--- src/rtl/data_bus_bridge.sv ---
// Data-side bridge from the core's req/gnt/rvalid port to on-chip RAM,
// the peripheral req/ack bus, or an error responder for unmapped space.
module data_bus_bridge #(
  parameter logic [31:0] RAM_BASE    = 32'h0000_0000,
  parameter int          RAM_AW      = 14,
  parameter logic [31:0] PER_BASE    = 32'h1000_0000,
  parameter logic [31:0] PER_SIZE    = 32'h0001_0000,
  parameter int          PER_TIMEOUT = 16
) (
  input  logic              clk,
  input  logic              rst,
  input  logic              data_req_i,
  output logic              data_gnt_o,
  output logic              data_rvalid_o,
  input  logic              data_we_i,
  input  logic [3:0]        data_be_i,
  input  logic [31:0]       data_addr_i,
  input  logic [31:0]       data_wdata_i,
  input  logic [6:0]        data_wdata_intg_i,
  output logic [31:0]       data_rdata_o,
  output logic [6:0]        data_rdata_intg_o,
  output logic              data_err_o,
  output logic              ram_en_o,
  output logic [3:0]        ram_we_o,
  output logic [RAM_AW-1:0] ram_addr_o,
  output logic [31:0]       ram_wdata_o,
  input  logic [31:0]       ram_rdata_i,
  output logic              per_req_o,
  input  logic              per_ack_i,
  output logic              per_we_o,
  output logic [3:0]        per_be_o,
  output logic [31:0]       per_addr_o,
  output logic [31:0]       per_wdata_o,
  input  logic [31:0]       per_rdata_i,
  input  logic              per_err_i
);

  typedef enum logic [2:0] {
    IDLE,
    RAM_RSP,
    PER_WAIT,
    PER_RSP,
    ERR_RSP
  } state_e;

  localparam int CW =
    (PER_TIMEOUT > 1) ? $clog2(PER_TIMEOUT) : 1;
  localparam logic [CW-1:0] CNT_MAX = CW'(PER_TIMEOUT - 1);

  state_e        state_q, state_d;
  logic [CW-1:0] cnt_q, cnt_d;
  logic          rvalid_q, rvalid_d;
  logic          err_q, err_d;
  logic [31:0]   rdata_q, rdata_d;
  logic          ram_rd_q, ram_rd_d;
  logic          per_req_q, per_req_d;
  logic          per_we_q, per_we_d;
  logic [3:0]    per_be_q, per_be_d;
  logic [31:0]   per_addr_q, per_addr_d;
  logic [31:0]   per_wdata_q, per_wdata_d;

  logic        ram_hit;
  logic        per_hit;
  logic [31:0] per_off;
  logic        can_gnt;
  logic        gnt;
  logic        unused_intg;

  assign unused_intg = ^data_wdata_intg_i;

  assign per_off = data_addr_i - PER_BASE;
  assign ram_hit =
    data_addr_i[31:RAM_AW+2] == RAM_BASE[31:RAM_AW+2];
  assign per_hit = ~ram_hit & (per_off < PER_SIZE);

  assign can_gnt = (state_q == IDLE) | (state_q == RAM_RSP);
  assign gnt     = data_req_i & can_gnt;

  assign data_gnt_o  = gnt;
  assign ram_en_o    = gnt & ram_hit;
  assign ram_we_o    =
    (ram_en_o & data_we_i) ? data_be_i : 4'h0;
  assign ram_addr_o  =
    ram_en_o ? data_addr_i[RAM_AW+1:2] : '0;
  assign ram_wdata_o = ram_en_o ? data_wdata_i : 32'h0;

  // RAM read data arrives in the response cycle itself,
  // so it bypasses the response register.
  assign data_rvalid_o = rvalid_q;
  assign data_err_o    = rvalid_q & err_q;
  assign data_rdata_o  =
    !rvalid_q ? 32'h0 :
    ram_rd_q  ? ram_rdata_i : rdata_q;
  assign data_rdata_intg_o = 7'h00;

  assign per_req_o   = per_req_q;
  assign per_we_o    = per_we_q;
  assign per_be_o    = per_be_q;
  assign per_addr_o  = per_addr_q;
  assign per_wdata_o = per_wdata_q;

  always_comb begin
    state_d     = state_q;
    cnt_d       = cnt_q;
    rvalid_d    = 1'b0;
    err_d       = err_q;
    rdata_d     = rdata_q;
    ram_rd_d    = 1'b0;
    per_req_d   = per_req_q;
    per_we_d    = per_we_q;
    per_be_d    = per_be_q;
    per_addr_d  = per_addr_q;
    per_wdata_d = per_wdata_q;
    unique case (state_q)
      IDLE, RAM_RSP: begin
        state_d = IDLE;
        if (gnt) begin
          if (ram_hit) begin
            state_d  = RAM_RSP;
            rvalid_d = 1'b1;
            err_d    = 1'b0;
            rdata_d  = 32'h0;
            ram_rd_d = ~data_we_i;
          end else if (per_hit) begin
            state_d     = PER_WAIT;
            per_req_d   = 1'b1;
            cnt_d       = '0;
            per_we_d    = data_we_i;
            per_be_d    = data_be_i;
            per_addr_d  = per_off;
            per_wdata_d = data_wdata_i;
          end else begin
            state_d  = ERR_RSP;
            rvalid_d = 1'b1;
            err_d    = 1'b1;
            rdata_d  = 32'h0;
          end
        end
      end
      PER_WAIT: begin
        if (per_ack_i) begin
          state_d   = PER_RSP;
          per_req_d = 1'b0;
          rdata_d   = per_we_q ? 32'h0 : per_rdata_i;
          err_d     = per_err_i;
        end else if (cnt_q == CNT_MAX) begin
          state_d   = PER_RSP;
          per_req_d = 1'b0;
          rdata_d   = 32'h0;
          err_d     = 1'b1;
        end else begin
          cnt_d = cnt_q + 1'b1;
        end
      end
      PER_RSP: begin
        state_d  = IDLE;
        rvalid_d = 1'b1;
      end
      ERR_RSP: state_d = IDLE;
      default: state_d = IDLE;
    endcase
  end

  always_ff @(posedge clk or negedge rst) begin
    if (!rst) begin
      state_q     <= IDLE;
      cnt_q       <= '0;
      rvalid_q    <= 1'b0;
      err_q       <= 1'b0;
      rdata_q     <= 32'h0;
      ram_rd_q    <= 1'b0;
      per_req_q   <= 1'b0;
      per_we_q    <= 1'b0;
      per_be_q    <= 4'h0;
      per_addr_q  <= 32'h0;
      per_wdata_q <= 32'h0;
    end else begin
      state_q     <= state_d;
      cnt_q       <= cnt_d;
      rvalid_q    <= rvalid_d;
      err_q       <= err_d;
      rdata_q     <= rdata_d;
      ram_rd_q    <= ram_rd_d;
      per_req_q   <= per_req_d;
      per_we_q    <= per_we_d;
      per_be_q    <= per_be_d;
      per_addr_q  <= per_addr_d;
      per_wdata_q <= per_wdata_d;
    end
  end

endmodule

--- config.mk ---
export PLATFORM = sky130hd
export DESIGN_NAME = data_bus_bridge
export DESIGN_NICKNAME = d
export VERILOG_FILES = /design/src/rtl/data_bus_bridge.sv
export SDC_FILE = /design/constraint.sdc
export NUM_CORES = 1
export LEC_CHECK = 0
export ABC_CLOCK_PERIOD_IN_PS = 2290
export CORE_ASPECT_RATIO = 1.75
export CORE_MARGIN = 1.5
export CORE_UTILIZATION = 35
export DETAILED_ROUTE_END_ITERATION = 12
export PLACE_DENSITY = 0.75
export SYNTH_ARGS = -nofsm -noshare
export SYNTH_HDL_FRONTEND = slang
export SYNTH_SLANG_ARGS = --single-unit
export TNS_END_PERCENT = 100
--- constraint.sdc ---
create_clock -name clk -period 2.29 [get_ports clk]
set_clock_uncertainty 0.1 [all_clocks]
set_input_delay 0.3435 -clock clk [delete_from_list [all_inputs] [get_ports clk]]
set_output_delay 0.3435 -clock clk [all_outputs]
set_load 0.01 [all_outputs]
==> run_results.csv, run 1 <==
group,metric,value,unit
sta,maxSlewViolCount,0,
power_and_ir_drop,powerDensity,616,nW/µm²
power_and_ir_drop,internal_power,4.61,mW
synth,synth.largest_area_cell,"dfrtp_1",
status,status,"finished with violations",
power_and_ir_drop,leakage,4.94,nW
routing,wl,20.9,mm
synth,synth_edf_count,0,
critical_path,required,2420,ps
layout,drive_gt1_share,37.6,%
clocking,clk_latency,340,ps
clocking,cts_tree,"done",
sta,period_share,112,%
synth,ys_top_cells_by_count,"dfrtp_1, and3_1, mux2_1, nor2b_1",
power_and_ir_drop,switchingPower,1.77,mW
synth,avgSynthCellArea,12.5,µm²
min_path,hp-start,"data_addr_i[22]",
floorplanning,start_util,35.7,%
power_and_ir_drop,irDropWorstVdd,402,µV
synth,synth_top_area_share,51.3,%
floorplanning,chipWidth,97.4,µm
placement,dp_slack,-1140,ps
routing,route.detailed.drc,0,
job,drv_cap,0,
clocking,cts_buffers,9,
synth,synth_area,5460,µm²
sta,whs,124,ps
routing,antenna_left,0,
synth,synth_cells,437,
floorplanning,pin_count,308,
routing,routed_via_density,5.25,
placement,gp_congestion,0.819,
synth,synthFlopType,"dfrtp_1",
layout,area_delta_synth_final,89.8,%
sta,grt_setup_unrepaired,"true",
floorplanning,die_y,168,µm
sta,tightest_slew,585,ps
clocking,clockBufferDepth,2,
global_route,grt_util_all_layers,24.4,%
routing,drt-initial-drc-count,139,
synth,yosysMostFrequentCell,"dfrtp_1",
sta,max_freq,0.389,GHz
layout,final_util,67.7,%
global_route,grt_pass1_wl,31.0,mm
global_route,grt_pass1_vias,5562,
synth,async_flop_share,100,%
placement,io_buffers,293,
power_and_ir_drop,power_frac_comb,33.5,%
clocking,clock-root-buffer,"clkbuf_16",
critical_path,critPathLaunchType,"input port",
synth,synth.area.top_cells,"dfrtp_1, mux2_1, a32o_1",
routing,wl_per_cell,21.4,µm
clocking,path_clk_slew,80,ps
floorplanning,row_count,60,
placement,place_hpwl,12.6,mm
critical_path,end_kind,"flop",
sta,finalHoldViolations,0,
power_and_ir_drop,seqPwrFrac,40.8,%
layout,layout.nets,933,
global_route,antenna_found_initial,0,
critical_path,path_max_fanout,8,
sta,relSlewSlack,61.0,%
global_route,grt_max_degree,39,
floorplanning,core_area,15300,µm²
routing,drtPass1Iterations,4,
critical_path,reg2reg_from,"state_q[1]",
synth,synth_cell_types,44,
global_route,grt_overflow_total,0,
sta,fin_ws,-281,ps
synth,synth_seq_cells,112,
sta,finalCriticalPeriod,2570,ps
critical_path,crit_start,"data_addr_i[19]",
synth,synth_warnings,0,
clocking,htreeDepth,3,
min_path,min_path_type,"input port to flop",
critical_path,arrival,2700,ps
critical_path,critical_path_class,"input port to flop",
floorplanning,die_area,16400,µm²
synth,ys_seq_area_share,51.3,%
power_and_ir_drop,swShare,27.8,%
power_and_ir_drop,clkPwrFrac,25.7,%
sta,fin_setup_tns,-26020,ps
routing,dr_total_vias,5117,
status,violations,"negative setup slack",
clocking,clock-sinks,112,
sta,setup_viol,123,
-- cells in the final DEF (no fill, tap or decap), types with 3 or more instances in the layout --
cell	n
clkdlybuf4s50_1	209
ha_1	4
dfrtp_1	111
clkbuf_16	10
buf_6	65
mux2_4	66
mux2i_1	32
inv_8	3
and3_1	7
buf_16	6
nor2_1	4
nand2_1	6
buf_4	34
or4_4	3
inv_1	4
nor2b_1	34
buf_8	4
a32o_1	33
dlymetal6s2s_1	16
and3_4	44
conb_1	7
nor2_4	6
buf_2	12
and2_1	3
buf_12	16
-- power by group through the flow --
stage / sequential [mW] / clock, mW / combinational [mW]
detailed placement: 2.61 / 0 / 1.82
finish: 2.60 / 1.64 / 2.14
CTS: 2.59 / 1.68 / 2.10
floorplan: 2.74 / 0 / 0.493
global route: 2.65 / 1.75 / 2.26
global placement: 2.59 / 0 / 1.78
-- layout make-up --
| type | instances | area [µm²] |
|---|---|---|
| Antenna cell | 1 | 2.50 |
| Clock buffer | 9 | 225 |
| Clock inverter | 7 | 85.1 |
| Fill cell | 1123 | 4950 |
| Inverter | 6 | 27.5 |
| Multi-Input combinational cell | 284 | 2960 |
| Sequential cell | 112 | 2800 |
| Tap cell | 186 | 233 |
| Timing Repair Buffer | 370 | 4030 |
-- metal layers --
layer / global-route usage, % / routed length [µm] / up-vias
met5: 0 / 0 / -
li1: - / - / 2278
met3: 5.48 / 1290 / 30
met2: 47.1 / 11600 / 270
met1: 25.5 / 7400 / 2539
met4: 7.95 / 573 / 0
-- worst max-delay path: stages --
cell and delay [ps]:
buf_6 90, or4_4 570, nor4_4 290, buf_4 170, buf_6 100, buf_6 110
and2b_2 240, nand3_4 70, buf_12 120, buf_12 120, buf_16 140, mux2_4 300
-- final timing paths --
path                       depth (start not counted)              to  slack (ps)
min reg2reg                                        1  per_addr_o[31]         410
min                                                2  per_addr_o[22]         120
max reg2reg                                        8  per_wdata_o[0]          70
max                                               12  per_wdata_o[0]        -280
max in group asynchronous                          3   per_addr_o[6]        1110
min in group asynchronous                          2      rdata_q[8]         410
-- stage by stage --
stage	power (mW)	area [µm²]	cells
2_1_floorplan	3.23	5520	443
3_3_place_gp	4.37	8760	911
3_5_place_dp	4.44	8760	911
4_1_cts	6.38	9980	976
5_1_grt	6.65	10400	974
6_report	6.39	10400	975
-- sequential cells by signal, indices dropped and copies added (netlist names) --
register / count
per_addr_o: 32
per_wdata_o: 32
rdata_q: 32
cnt_q: 4
per_be_o: 4
state_q: 3
data_rvalid_o: 1
err_q: 1
per_req_o: 1
per_we_o: 1
ram_rd_q: 1
-- repair_timing --
item | CTS | global route
setup buffers | 34 | 8
resized for setup | 390 | 107
endpoints found under the hold margin | 30 | 0
endpoints found under the setup margin | 195 | 175
hold buffers | 1 | 0
pin swaps | 44 | 14
gates cloned | 17 | 1
-- kinds of logic after synthesis --
logic type | after synthesis | share of synthesized area [%]
AOI/OAI and AO/OA | 45 | 7.61
DFF | 112 | 51.3
other | 1 | 0.0687
xor gates and xnor gates | 2 | 0.321
and+or+nand+nor | 123 | 14.0
adders and majority gates | 5 | 1.15
buffers and inverters | 50 | 4.49
muxes | 99 | 21.0
Power figures use the tool's default switching activity.
==> run 2: changes to the inputs <==
- PLACE_DENSITY: 0.75 -> 0.89
==> run_results.csv, run 2 (synthesis results as in run 1) <==
group,metric,value,unit
status,status,"finished with violations",
status,violations,"negative setup slack",
critical_path,end_kind,"output port",
power_and_ir_drop,switchingPower,1.67,mW
clocking,clock-sinks,112,
critical_path,path_max_fanout,7,
floorplanning,die_area,16400,µm²
placement,io_buffers,293,
routing,dr_total_vias,5028,
global_route,grt_pass1_vias,5377,
power_and_ir_drop,leakage,4.93,nW
clocking,cts_tree,"done",
layout,drive_gt1_share,34.1,%
floorplanning,die_y,168,µm
critical_path,required,1850,ps
routing,wl_per_cell,19.9,µm
layout,layout_common_cells,"clkdlybuf4s50_1, dfrtp_1, mux2_4",
layout,multiInputGateArea,2790,µm²
power_and_ir_drop,internal_power,4.54,mW
global_route,grt_pass1_wl,29.2,mm
min_path,min_path_type,"input port to flop",
clocking,clock-root-buffer,"clkbuf_16",
sta,fin_ws,-272,ps
power_and_ir_drop,irDropWorstVdd,432,µV
critical_path,critical_path_class,"input port to output port",
routing,route.detailed.drc,0,
sta,max_freq,0.390,GHz
floorplanning,row_count,60,
routing,drtPass1Iterations,4,
floorplanning,start_util,35.7,%
global_route,grt_overflow_total,0,
sta,grt_setup_unrepaired,"true",
routing,routed_via_density,5.15,
layout,final_util,65.8,%
floorplanning,chipWidth,97.4,µm
layout,area_delta_synth_final,84.5,%
power_and_ir_drop,swShare,26.9,%
sta,period_share,112,%
power_and_ir_drop,clkPwrFrac,25.5,%
routing,antenna_left,0,
clocking,cts_buffers,9,
clocking,htreeDepth,3,
job,drv_cap,0,
global_route,grt_util_all_layers,22.5,%
routing,wl,19.4,mm
power_and_ir_drop,report.power.total,6.21,mW
global_route,antenna_found_initial,0,
sta,finalCriticalPeriod,2560,ps
clocking,path_clk_slew,80,ps
power_and_ir_drop,seqPwrFrac,41.8,%
layout,fillCellCount,1106,
sta,finalHoldViolations,0,
critical_path,arrival,2120,ps
critical_path,critPathLaunchType,"input port",
sta,maxSlewViolCount,0,
layout,layout.nets,935,
placement,gp_congestion,0.765,
routing,drt-initial-drc-count,128,
placement,place_hpwl,12.4,mm
layout,seqCellArea,2810,µm²
layout,final_common_cell,"clkdlybuf4s50_1",
power_and_ir_drop,powerDensity,616,nW/µm²
floorplanning,core_area,15300,µm²
sta,setup_viol,103,
layout,diodes,0,
clocking,clk_latency,340,ps
global_route,grt_max_degree,60,
floorplanning,pin_count,308,
power_and_ir_drop,power_frac_comb,32.7,%
clocking,clockBufferDepth,2,
[run 2: changes by cell type in the layout (fill, tap and decap cells not counted), sizes merged, moves of 2 or more]
cell / delta
bufbuf: -2
clkbuf: +8
clkdlybuf4s50: -17
dlygate4sd2: +30
dlymetal6s2s: -12
nor2: -3
inv: -2
[run 2: power by group through the flow]
stage | registers (mW) | clock network, mW | logic, mW
floorplan | 2.74 | 0 | 0.493
global placement | 2.58 | 0 | 1.79
detailed placement | 2.60 | 0 | 1.83
CTS | 2.58 | 1.64 | 1.98
global route | 2.64 | 1.71 | 2.15
finish | 2.59 | 1.58 | 2.03
[run 2: layout make-up]
class / instances / area share, %
clock buffers: 11 / 2.31
clock inverters: 5 / 0.646
inverters: 6 / 0.224
multi-input cells: 281 / 27.7
flip-flops and latches: 112 / 27.9
well taps: 186 / 2.31
repair buffers: 375 / 39.0
[run 2: metrics by stage]
step	instances	worst slack (ps)	setup TNS [ps]	hold slack (ps)	area, µm²
after floorplan	443	-60.4	-3050	-52.1	5520
after global placement	919	-938	-114520	262	8910
after detailed placement	919	-969	-117930	265	8910
after CTS	978	-359	-13200	88.9	9880
after global routing	976	-328	-18250	108	10100
final	976	-272	-12800	113	10100
[run 2: final timing paths]
kind,startpoint,endpoint,slack (ps),depth (start not counted)
setup / recovery,data_addr_i[24],ram_wdata_o[3],-270,9
hold / removal,data_addr_i[24],per_addr_o[24],110,2
setup reg to reg,state_q[1],rdata_q[2],300,6
hold reg to reg,per_addr_o[31],per_addr_o[31],390,1
max in group asynchronous,rst,per_addr_o[9],1340,3
min in group asynchronous,rst,rdata_q[29],460,3
[run 2: timing repair]
action / 4_1_cts / 5_1_grt
hold endpoints to repair: 112 / 0
cloned: 15 / 2
buffers inserted: 29 / 3
pin swaps: 36 / 19
gates resized for setup: 380 / 64
hold buffers: 1 / 0
setup endpoints to repair: 184 / 154
[run 2: critical path, cell delays in order]
cell and delay [ps]:
buf_6 90, or4_4 580, nor4_4 300, buf_4 170
buf_8 110, buf_12 110, buf_12 110, and3_1 160
buf_2 130
[run 2: metal layers]
metal / track usage (%) / wire length [µm] / vias up
li1: - / - / 2269
met1: 23.6 / 6840 / 2460
met2: 43.9 / 10600 / 275
met3: 5.35 / 1440 / 24
met4: 6.52 / 469 / 0
met5: 0 / 0 / -
==> run 3: changes to the inputs <==
- ABC_CLOCK_PERIOD_IN_PS: 2290 -> unset
==> results of run 3 <==
Same layout as run 2: the final DEF is identical, and so are final timing and power.
